--- src/rtl/hes_cipher_pkg.sv ---
// hes_cipher_pkg: shared types, widths and the AES byte substitution tables
// used by the HES stream cipher.
//   sbox(x)     : AES forward S-box
//   inv_sbox(x) : AES inverse S-box
//   mode_e      : MODE_ENC / MODE_DEC
package hes_cipher_pkg;

    localparam int BYTE_W = 8;
    localparam int IDX_W  = 8;

    typedef enum logic {
        MODE_ENC = 1'b0,
        MODE_DEC = 1'b1
    } mode_e;

    // Entry x lives at bits [{~x,3'b000} +: 8]; row 0 is the most significant.
    localparam logic [2047:0] SBOX_TBL = {
        128'h637c777b_f26b6fc5_3001672b_fed7ab76,
        128'hca82c97d_fa5947f0_add4a2af_9ca472c0,
        128'hb7fd9326_363ff7cc_34a5e5f1_71d83115,
        128'h04c723c3_1896059a_071280e2_eb27b275,
        128'h09832c1a_1b6e5aa0_523bd6b3_29e32f84,
        128'h53d100ed_20fcb15b_6acbbe39_4a4c58cf,
        128'hd0efaafb_434d3385_45f9027f_503c9fa8,
        128'h51a3408f_929d38f5_bcb6da21_10fff3d2,
        128'hcd0c13ec_5f974417_c4a77e3d_645d1973,
        128'h60814fdc_222a9088_46eeb814_de5e0bdb,
        128'he0323a0a_4906245c_c2d3ac62_9195e479,
        128'he7c8376d_8dd54ea9_6c56f4ea_657aae08,
        128'hba78252e_1ca6b4c6_e8dd741f_4bbd8b8a,
        128'h703eb566_4803f60e_613557b9_86c11d9e,
        128'he1f89811_69d98e94_9b1e87e9_ce5528df,
        128'h8ca1890d_bfe64268_41992d0f_b054bb16
    };

    localparam logic [2047:0] INV_SBOX_TBL = {
        128'h52096ad5_3036a538_bf40a39e_81f3d7fb,
        128'h7ce33982_9b2fff87_348e4344_c4dee9cb,
        128'h547b9432_a6c2233d_ee4c950b_42fac34e,
        128'h082ea166_28d924b2_765ba249_6d8bd125,
        128'h72f8f664_86689816_d4a45ccc_5d65b692,
        128'h6c704850_fdedb9da_5e154657_a78d9d84,
        128'h90d8ab00_8cbcd30a_f7e45805_b8b34506,
        128'hd02c1e8f_ca3f0f02_c1afbd03_01138a6b,
        128'h3a911141_4f67dcea_97f2cfce_f0b4e673,
        128'h96ac7422_e7ad3585_e2f937e8_1c75df6e,
        128'h47f11a71_1d29c589_6fb7620e_aa18be1b,
        128'hfc563e4b_c6d27920_9adbc0fe_78cd5af4,
        128'h1fdda833_8807c731_b1121059_2780ec5f,
        128'h60517fa9_19b54a0d_2de57a9f_93c99cef,
        128'ha0e03b4d_ae2af5b0_c8ebbb3c_83539961,
        128'h172b047e_ba77d626_e1691463_55210c7d
    };

    function automatic logic [BYTE_W-1:0] sbox(input logic [BYTE_W-1:0] x);
        return SBOX_TBL[{~x, 3'b000} +: BYTE_W];
    endfunction

    function automatic logic [BYTE_W-1:0] inv_sbox(input logic [BYTE_W-1:0] x);
        return INV_SBOX_TBL[{~x, 3'b000} +: BYTE_W];
    endfunction

endpackage

--- src/rtl/hes_sync_fifo.sv ---
// hes_sync_fifo: synchronous FIFO with first-word-fall-through head.
//   clk, reset_n (async, active-high)
//   push_i / wdata_i : write port, ignored when full unless popping this cycle
//   pop_i            : consume head, ignored when empty
//   rdata_o          : current head word (valid while !empty_o)
//   count_o          : number of stored entries
//   empty_o          : no entries stored
module hes_sync_fifo #(
    parameter int WIDTH = 8,
    parameter int DEPTH = 4
) (
    input  logic                     clk,
    input  logic                     reset_n,
    input  logic                     push_i,
    input  logic [WIDTH-1:0]         wdata_i,
    input  logic                     pop_i,
    output logic [WIDTH-1:0]         rdata_o,
    output logic [$clog2(DEPTH):0]   count_o,
    output logic                     empty_o
);
    localparam int PTR_W = $clog2(DEPTH);
    localparam int CNT_W = PTR_W + 1;

    logic [WIDTH-1:0] mem_q [DEPTH];
    logic [PTR_W-1:0] wr_ptr_q, rd_ptr_q;
    logic [CNT_W-1:0] count_q;
    logic             full, do_push, do_pop;

    assign empty_o = (count_q == '0);
    assign full    = (count_q == CNT_W'(DEPTH));
    assign do_pop  = pop_i && !empty_o;
    // A pop on a full FIFO frees the slot the simultaneous push takes.
    assign do_push = push_i && (!full || do_pop);
    assign rdata_o = mem_q[rd_ptr_q];
    assign count_o = count_q;

    always_ff @(posedge clk) begin
        if (do_push) mem_q[wr_ptr_q] <= wdata_i;
    end

    always_ff @(posedge clk or posedge reset_n) begin
        if (reset_n) begin
            wr_ptr_q <= '0;
            rd_ptr_q <= '0;
            count_q  <= '0;
        end else begin
            if (do_push) wr_ptr_q <= wr_ptr_q + PTR_W'(1);
            if (do_pop)  rd_ptr_q <= rd_ptr_q + PTR_W'(1);
            case ({do_push, do_pop})
                2'b10:   count_q <= count_q + CNT_W'(1);
                2'b01:   count_q <= count_q - CNT_W'(1);
                default: count_q <= count_q;
            endcase
        end
    end

endmodule

--- src/rtl/hes_stream_cipher.sv ---
// hes_stream_cipher: LANES-wide byte stream cipher with ready/valid on both
// sides. Lane j of a beat uses index i = idx + j and key k_i = key ^ i:
//   encrypt c = sbox(p ^ k_i), decrypt p = inv_sbox(c) ^ k_i.
// Ports:
//   clk, reset_n (async, active-high)
//   new_message, mode, key : message setup, sampled on the pulse
//   in_valid / in_ready / data_in    : input beats
//   out_valid / out_ready / data_out : output beats from the buffer head
//   out_parity (only with HES_STREAM_CIPHER_PARITY_EN) : per-lane XOR parity
// Optional feature macro: HES_STREAM_CIPHER_PARITY_EN
module hes_stream_cipher
    import hes_cipher_pkg::*;
#(
    parameter int LANES      = 1,
    parameter int FIFO_DEPTH = 4
) (
    input  logic                     clk,
    input  logic                     reset_n,
    input  logic                     new_message,
    input  logic                     mode,
    input  logic [BYTE_W-1:0]        key,
    input  logic                     in_valid,
    output logic                     in_ready,
    input  logic [BYTE_W*LANES-1:0]  data_in,
    output logic                     out_valid,
    input  logic                     out_ready,
    output logic [BYTE_W*LANES-1:0]  data_out
`ifdef HES_STREAM_CIPHER_PARITY_EN
   ,output logic [LANES-1:0]         out_parity
`endif
);
    localparam int DATA_W = BYTE_W * LANES;
`ifdef HES_STREAM_CIPHER_PARITY_EN
    localparam int WORD_W = DATA_W + LANES;
`else
    localparam int WORD_W = DATA_W;
`endif
    localparam int CNT_W = $clog2(FIFO_DEPTH) + 1;
    localparam logic [IDX_W-1:0] IDX_STEP = IDX_W'(LANES % 256);

    logic [BYTE_W-1:0] key_q, key_d;
    mode_e             mode_q, mode_d;
    logic [IDX_W-1:0]  idx_q, idx_d;
    logic              s1_valid_q;
    logic [WORD_W-1:0] s1_word_q, s1_word_d;
    logic [WORD_W-1:0] hold_q;

    logic [BYTE_W-1:0] eff_key;
    mode_e             eff_mode;
    logic [IDX_W-1:0]  idx_base;
    logic [DATA_W-1:0] lanes_d;
    logic              accept, pop;
    logic [WORD_W-1:0] head_word, out_word;
    logic [CNT_W-1:0]  fifo_count;
    logic              fifo_empty;
    logic [CNT_W:0]    occupancy;

    // A beat accepted with the new_message pulse already uses the new setup.
    assign eff_key  = new_message ? key : key_q;
    assign eff_mode = new_message ? mode_e'(mode) : mode_q;
    assign idx_base = new_message ? '0 : idx_q;

    for (genvar j = 0; j < LANES; j++) begin : g_lane
        logic [IDX_W-1:0]  lane_idx;
        logic [BYTE_W-1:0] lane_key, din;
        assign lane_idx = idx_base + IDX_W'(j);
        assign lane_key = eff_key ^ lane_idx;
        assign din      = data_in[BYTE_W*j +: BYTE_W];
        assign lanes_d[BYTE_W*j +: BYTE_W] = (eff_mode == MODE_DEC)
                                           ? (inv_sbox(din) ^ lane_key)
                                           : sbox(din ^ lane_key);
`ifdef HES_STREAM_CIPHER_PARITY_EN
        assign s1_word_d[DATA_W + j] = ^lanes_d[BYTE_W*j +: BYTE_W];
`endif
    end

    assign s1_word_d[DATA_W-1:0] = lanes_d;

    // Credit check counts the stage-1 beat too, so stage-1 always has room.
    assign occupancy = {1'b0, fifo_count} + {{CNT_W{1'b0}}, s1_valid_q};
    assign in_ready  = !reset_n && (occupancy < (CNT_W+1)'(FIFO_DEPTH));
    assign accept    = in_valid && in_ready;

    assign key_d  = new_message ? key : key_q;
    assign mode_d = eff_mode;
    assign idx_d  = accept ? (idx_base + IDX_STEP) : idx_base;

    always_ff @(posedge clk or posedge reset_n) begin
        if (reset_n) begin
            key_q      <= '0;
            mode_q     <= MODE_ENC;
            idx_q      <= '0;
            s1_valid_q <= 1'b0;
            s1_word_q  <= '0;
            hold_q     <= '0;
        end else begin
            key_q      <= key_d;
            mode_q     <= mode_d;
            idx_q      <= idx_d;
            s1_valid_q <= accept;
            if (accept) s1_word_q <= s1_word_d;
            if (pop)    hold_q    <= head_word;
        end
    end

    hes_sync_fifo #(
        .WIDTH (WORD_W),
        .DEPTH (FIFO_DEPTH)
    ) u_fifo (
        .clk     (clk),
        .reset_n (reset_n),
        .push_i  (s1_valid_q),
        .wdata_i (s1_word_q),
        .pop_i   (pop),
        .rdata_o (head_word),
        .count_o (fifo_count),
        .empty_o (fifo_empty)
    );

    assign out_valid = !fifo_empty;
    assign pop       = out_valid && out_ready;
    // With the buffer empty the output keeps the last word that left it.
    assign out_word  = out_valid ? head_word : hold_q;
    assign data_out  = out_word[DATA_W-1:0];
`ifdef HES_STREAM_CIPHER_PARITY_EN
    assign out_parity = out_word[WORD_W-1:DATA_W];
`endif

endmodule

--- config.mk ---
export PLATFORM = sky130hd
export DESIGN_NAME = hes_stream_cipher
export DESIGN_NICKNAME = d
export VERILOG_FILES = /design/src/rtl/hes_cipher_pkg.sv /design/src/rtl/hes_sync_fifo.sv /design/src/rtl/hes_stream_cipher.sv
export SDC_FILE = /design/constraint.sdc
export NUM_CORES = 1
export LEC_CHECK = 0
export ABC_AREA = 1
export BUFFER_PORTS_ARGS = -buffer_cell sky130_fd_sc_hd__buf_4
export CAP_MARGIN = 20
export CORE_UTILIZATION = 40
export CTS_CLUSTER_DIAMETER = 200
export DETAILED_ROUTE_END_ITERATION = 6
export GPL_ROUTABILITY_DRIVEN = 1
export PLACE_DENSITY = 0.63
export SYNTH_ARGS = -nofsm -noshare
export SYNTH_HDL_FRONTEND = slang
export SYNTH_HIERARCHICAL = 1
export SYNTH_SLANG_ARGS = --single-unit
export TNS_END_PERCENT = 1
--- constraint.sdc ---
create_clock -name clk -period 3.3 [get_ports clk]
set_input_delay 0.66 -clock clk [delete_from_list [all_inputs] [get_ports clk]]
set_output_delay 0.66 -clock clk [all_outputs]
set_load 0.03 [all_outputs]
; After elaboration in Yosys (flattened, before gate mapping)
; Memory sizes are Yosys's and may differ from the RTL's.
; Cells that the tools add are included.
[word_totals]
in_bits = 22
regBits = 41
output_inout_bits = 10
mem_bits_rw = 32
memories = 1
elab_cells = 47
[memory_table]
columns = memory, depth, width, read_ports, rd_clocked_by_memory_dff, wr, line_no
row1 = u_fifo.mem_q, 4, 8, 1, 0, 1, hes_sync_fifo.sv:24  ; logic [WIDTH-1:0] mem_q [DEPTH];
[classes]
muxes = 9
n_eq_ne = 3
add_sub_neg = 6
magnitude_cmp = 1
n_bitwise = 5
n_reduce_logical = 11
shift = 2
[op_table]
columns = op, count
row1 = $shiftx 2048x12->8 const A, 2
row2 = $mux 8, 5
row3 = $xor 8x8->8, 3
row4 = $not 8->8, 2
row5 = $add 8x1->8 const B, 1
row6 = $pmux 3 s2, 1
row7 = $logic_and 1x1->1, 5
row8 = $add 2x1->2 const B, 2
row9 = $add 3x1->4, 1
row10 = $lt 4x3->1 const B, 1
row11 = $add 3x1->3 const B, 1
row12 = $eq 3x3->1 const B, 1
row13 = $logic_not 1->1, 3
row14 = $logic_not 3->1, 1
row15 = $mux 1, 3
row16 = $sub 3x1->3 const B, 1
row17 = $eq 2x1->1 const B, 1
row18 = $eq 2x2->1 const B, 1
row19 = $reduce_bool 2->1, 1
row20 = $logic_or 1x1->1, 1

; Depth between registers and ports, before layout
[logic_depth]
ltp_word = 8
mapped_depth = 22
mapped_depth_nobuf = 20

; Hierarchy
; Netlist, hierarchy kept.
[by_module_without_submodules]
columns = mod, seq_area_each_um2, cells_per_inst, n_inst, area_each_um2
row1 = hes_stream_cipher, 850.8, 1472, 1, 8075.2
row2 = hes_sync_fifo, 1136.1, 136, 1, 1667.8

; Worst setup path before layout
; Ideal clock, no wire load.
[synth_timing]
path_kind = input-to-reg
from = input port reset_n
to = register idx_q[7]
setup_ns = 0.123
t_arrival_ns = 2.714
path_slack_ns = 0.463
n_path_buf = 0
t_required_ns = 3.177
path_stages = 9
cell_sequence = inv_1 -> nand2_1 -> inv_1 -> nand2_1 -> nor4_1 -> nand4_1 -> nor2_1 -> nand2_1 -> xor2_1
[synth_via]
elab_chain_cells = 4
[synth_lines]
columns = item, line_no
row1 = start: declaration, hes_stream_cipher.sv:18  ; input logic reset_n,
row2 = $logic_not 1->1 (no line), --
row3 = $logic_and 1x1->1, hes_stream_cipher.sv:81  ; assign in_ready = !reset_n && (occupancy < (CNT_W+1)'(FIFO_DEPTH));
row4 = named net in_ready, hes_stream_cipher.sv:23  ; output logic in_ready,
row5 = $logic_and 1x1->1, hes_stream_cipher.sv:82  ; assign accept = in_valid && in_ready;
row6 = $mux 8, hes_stream_cipher.sv:86  ; assign idx_d = accept ? (idx_base + IDX_STEP) : idx_base;
row7 = named net idx_d[7], hes_stream_cipher.sv:43  ; logic [IDX_W-1:0] idx_q, idx_d;
row8 = end signal: assignment, hes_stream_cipher.sv:99  ; idx_q <= idx_d;
row9 = end: declaration, hes_stream_cipher.sv:43
; The timed path passes the listed nets, and every way through them passes these cells.
; A chain may end at the register's enable or synchronous reset.

; Final worst setup path
[layout_timing]
from = input port new_message
to = register s1_word_q[1]
[layout_via]
elab_chain_cells = 6
elab_cells_between_ends = 9
classes_between = shift (1) / mux (4) / bitwise (4)
[layout_lines]
columns = item, line_no
row1 = start: declaration, hes_stream_cipher.sv:19  ; input logic new_message,
row2 = $mux 8 (*), --
row3 = named net eff_key[1], hes_stream_cipher.sv:48  ; logic [BYTE_W-1:0] eff_key;
row4 = $xor 8x8->8 (*), hes_stream_cipher.sv:67  ; assign lane_key = eff_key ^ lane_idx;
row5 = $xor 8x8->8, hes_stream_cipher.sv:71  ; : sbox(din ^ lane_key);
row6 = $not 8->8, hes_cipher_pkg.sv:56  ; return SBOX_TBL[{~x, 3'b000} +: BYTE_W];
row7 = $shiftx 2048x12->8, hes_cipher_pkg.sv:56
row8 = $mux 8 (*), hes_stream_cipher.sv:70  ; ? (inv_sbox(din) ^ lane_key)
row9 = end signal: assignment, hes_stream_cipher.sv:101  ; if (accept) s1_word_q <= s1_word_d;
row10 = end: declaration, hes_stream_cipher.sv:45  ; logic [WORD_W-1:0] s1_word_q, s1_word_d;
; Mark *: on every way through the listed nets, which the timed path passes. The rest lies on a longest branch.

==> results.json <==
{
  "outcome": "complete, but fails checks",
  "violations": "design-rule violations",
  "dp_hpwl_um": 33400,
  "r2r_cells": 16,
  "clock_latency_ps": 330,
  "skew_ps": 12.1,
  "rr_startpoint": "idx_q[1]",
  "critPathMaxStageDelay_ps": 350,
  "io_buffers": 31,
  "reg2reg_setup_slack_ps": 430,
  "max_slew_margin": 0.426,
  "cts-resized-gates": 0,
  "cp-endpoint": "s1_word_q[1]",
  "diodes": 0,
  "grtUsageTotal": 0.360,
  "dp_slack_ps": -41.8,
  "yosysWarningCount": 6,
  "area.growth.synth_to_final_pct": 15.2,
  "clkSlewWorstSetupHoldPaths_ps": 60,
  "cp-startpoint": "new_message",
  "seqCellArea_mm2": 0.00199,
  "placed_area_mm2": 0.0109,
  "syn-instance-count": 1608,
  "hold_class": "input pin to asynchronous set/reset pin",
  "worstMarginPinSlew_ps": 858,
  "start_util": 0.411,
  "firstDrtPassIters": 7,
  "syn_avg_cell_area_um2": 6.06,
  "first_global_vias": 11400,
  "crit_path_end_kind": "flop",
  "pwr-share-clk": 0.174,
  "multi_input_comb_area_mm2": 0.00672,
  "max_freq_ghz": 0.324,
  "die_h_um": 158,
  "cpMostUsedCell": "nand2_1",
  "power_frac_comb": 0.582,
  "crit_cells": 19,
  "grt_max_degree": 63,
  "htree_levels": 3,
  "layout_min_cycle_time_ps": 3090,
  "syn_nets": 1667,
  "r2r_end": "s1_word_q[1]",
  "setup_viol": 0,
  "cts_made_buffers": 9,
  "core_area_mm2": 0.0237,
  "path_class": "input pin to flop",
  "switching_share": 0.494,
  "layout-drive-gt1-share": 0.153,
  "via_count": 12400,
  "synth_cell_types": 45,
  "min_period_over_period": 0.935,
  "nFillCells": 2539,
  "synth-seq-cells": 73,
  "holdBufCountCts": 0,
  "grt_pass1_wl_um": 67400,
  "netlist_area_mm2": 0.00974,
  "seq_power_share": 0.244,
  "cts_num_sinks": 73,
  "gp_congestion": 1.09,
  "setup_slack_ps": 214,
  "drt_iter0_drc": 1995,
  "slew_violations": 0,
  "postRouteAntennaNets": 0,
  "hold_viol": 0,
  "wl_per_cell_um": 22.2,
  "p_per_area_mw_per_mm2": 508,
  "ioPinCount": 32,
  "num_rows": 56,
  "cp_cell_sequence": "buf_4 -> inv_8 -> nand2_1 -> nand2_1 -> nand2_1 -> nand3_2 -> nand2_1 -> ha_1 -> inv_1 -> nand2_1 -> buf_4 -> nand3_1 -> nand3_1 -> nand3_1 -> nand3_1 -> nand3_1 -> nand3_1 -> nand2_1 -> nand2_1",
  "ys_seq_area_frac": 0.204,
  "net-switching-power_mw": 2.82,
  "route.detailed.drc": 6,
  "antenna_found_initial": 0,
  "startpoint_type": "input pin",
  "rsz0062_at_grt": "no",
  "cts_setup_buffers": 0,
  "drv_cap": 0,
  "cts_root_buf": "clkbuf_16",
  "die-area_mm2": 0.0250,
  "drt-total-wl_um": 44500,
  "crit_fanout": 28,
  "die_w_um": 158,
  "cts_tree": "built",
  "cp.buffers_inverters": 4,
  "path_delay_family": "simple AND/OR/NAND/NOR gates",
  "cts_max_path_buffers": 2,
  "grt_remaining_overflow": 0,
  "fin_area_mm2": 0.0112,
  "cp_slowest_cell": "ha_1",
  "ir_drop_uv": 422,
  "crit_arrival_ps": 3300,
  "routed_via_density": 6.17,
  "required_ps": 3510,
  "p_leak_nw": 5.43,
  "fin_nets": 1739,
  "cell_internal_pwr_mw": 2.89
}
## cells in the final DEF (no fill, tap or decap), types with 11 or more instances in the layout
cell,Yosys,layout
nand3_1,456,456
nand2_1,408,407
buf_4,18,152
inv_1,110,109
nor2_1,108,108
o21ai_0,85,85
a21oi_1,44,44
o211ai_1,41,41
dfrtp_1,41,41
ha_1,36,36
edfxtp_1,32,32
nand2_2,30,31
nand3_2,17,17
nand4_1,12,12
buf_12,0,11
## cell type report
class | instances | share of cell area
Inverter | 121 | 0.0411
Multi-Input combinational cell | 1312 | 0.598
Sequential cell | 73 | 0.177
Clock buffer | 9 | 0.0201
Clock inverter | 7 | 0.00691
Tap cell | 319 | 0.0356
Timing Repair Buffer | 163 | 0.121
## flip-flops by register name, summed over array words and instances (netlist names), 2 cells and up
| signal | count |
|---|---|
| u_fifo/mem_q | 32 |
| hold_q | 8 |
| idx_q | 8 |
| key_q | 8 |
| s1_word_q | 8 |
| u_fifo/count_o | 3 |
| u_fifo/rd_ptr_q | 2 |
| u_fifo/wr_ptr_q | 2 |
## logic make-up (layout without fill, tap and decap cells)
group                      Yosys count  in the layout  share of synthesized area
DFF                                 73             73                      0.204
and+or+nand+nor                   1056           1056                      0.500
buffers and inverters              223            300                      0.107
adders and majority gates           37             37                     0.0483
xor gates and xnor gates            12             12                     0.0154
AOI/OAI and AO/OA                  207            207                      0.125
## cell usage after synthesis (all sizes together)
| cell | number | area share |
|---|---|---|
| xnor2 | 3 | 0.0027 |
| nand3 | 474 | 0.25 |
| nor2 | 112 | 0.045 |
| o22ai | 9 | 0.0058 |
| o2111ai | 1 | 0.00090 |
| clkbuf | 27 | 0.010 |
| dfrtp | 41 | 0.11 |
| ha | 36 | 0.046 |
| o21a | 2 | 0.0017 |
| o311ai | 1 | 0.00090 |
| xor2 | 9 | 0.013 |
| or2 | 2 | 0.0013 |
| edfxtp | 32 | 0.099 |
| buf | 75 | 0.049 |
| a21oi | 44 | 0.023 |
| o31ai | 4 | 0.0031 |
| o211ai | 41 | 0.032 |
| nor3 | 4 | 0.0021 |
| nor4 | 1 | 0.00064 |
| clkinv | 3 | 0.0012 |
| fa | 1 | 0.0021 |
| nand3b | 4 | 0.0031 |
| o21ai | 97 | 0.053 |
| inv | 118 | 0.046 |
| nand2 | 447 | 0.19 |
| a31oi | 3 | 0.0019 |
| o221ai | 5 | 0.0045 |
| nand4 | 12 | 0.0077 |
## power by group through the flow
stage / clock network [mW] / logic [mW] / registers [mW]
after floorplan: 0 / 2.19 / 1.32
after global placement: 0 / 3.22 / 1.41
after detailed placement: 0 / 3.21 / 1.41
after CTS: 1.01 / 3.22 / 1.39
after global routing: 1.05 / 3.59 / 1.42
final: 0.991 / 3.32 / 1.39
## how the worst min path moves through the flow
stage                    endpoint  slack [ps]  cells past startpoint
2_1_floorplan           hold_q[0]         450                      2
3_3_place_gp            hold_q[2]         470                      2
3_5_place_dp            hold_q[5]         480                      2
4_1_cts        u_fifo/rd_ptr_q[1]         260                      2
5_1_grt         u_fifo/count_o[2]         290                      2
6_report       u_fifo/wr_ptr_q[0]         270                      2
## per-layer routing
layer / part of all wire / GRT usage / wire (um)
met1: 0.40 / 0.487 / 17900
met2: 0.41 / 0.537 / 18400
met3: 0.14 / 0.103 / 6110
met4: 0.046 / 0.136 / 2060
met5: 0 / 0 / 0
## stage by stage
stage               hold slack [ps]  total power [mW]   util  std cells  TNS, ps
floorplan                       453              3.50      -       1608        0
global placement                468              4.63  0.461       1988        0
detailed placement              476              4.62  0.461       1988    -80.4
CTS                             265              5.62  0.474       2004        0
global route                    291              6.06  0.474       2004        0
finish                          272              5.71  0.474       2004        0
No activity file was read; power rests on OpenSTA's default activity.
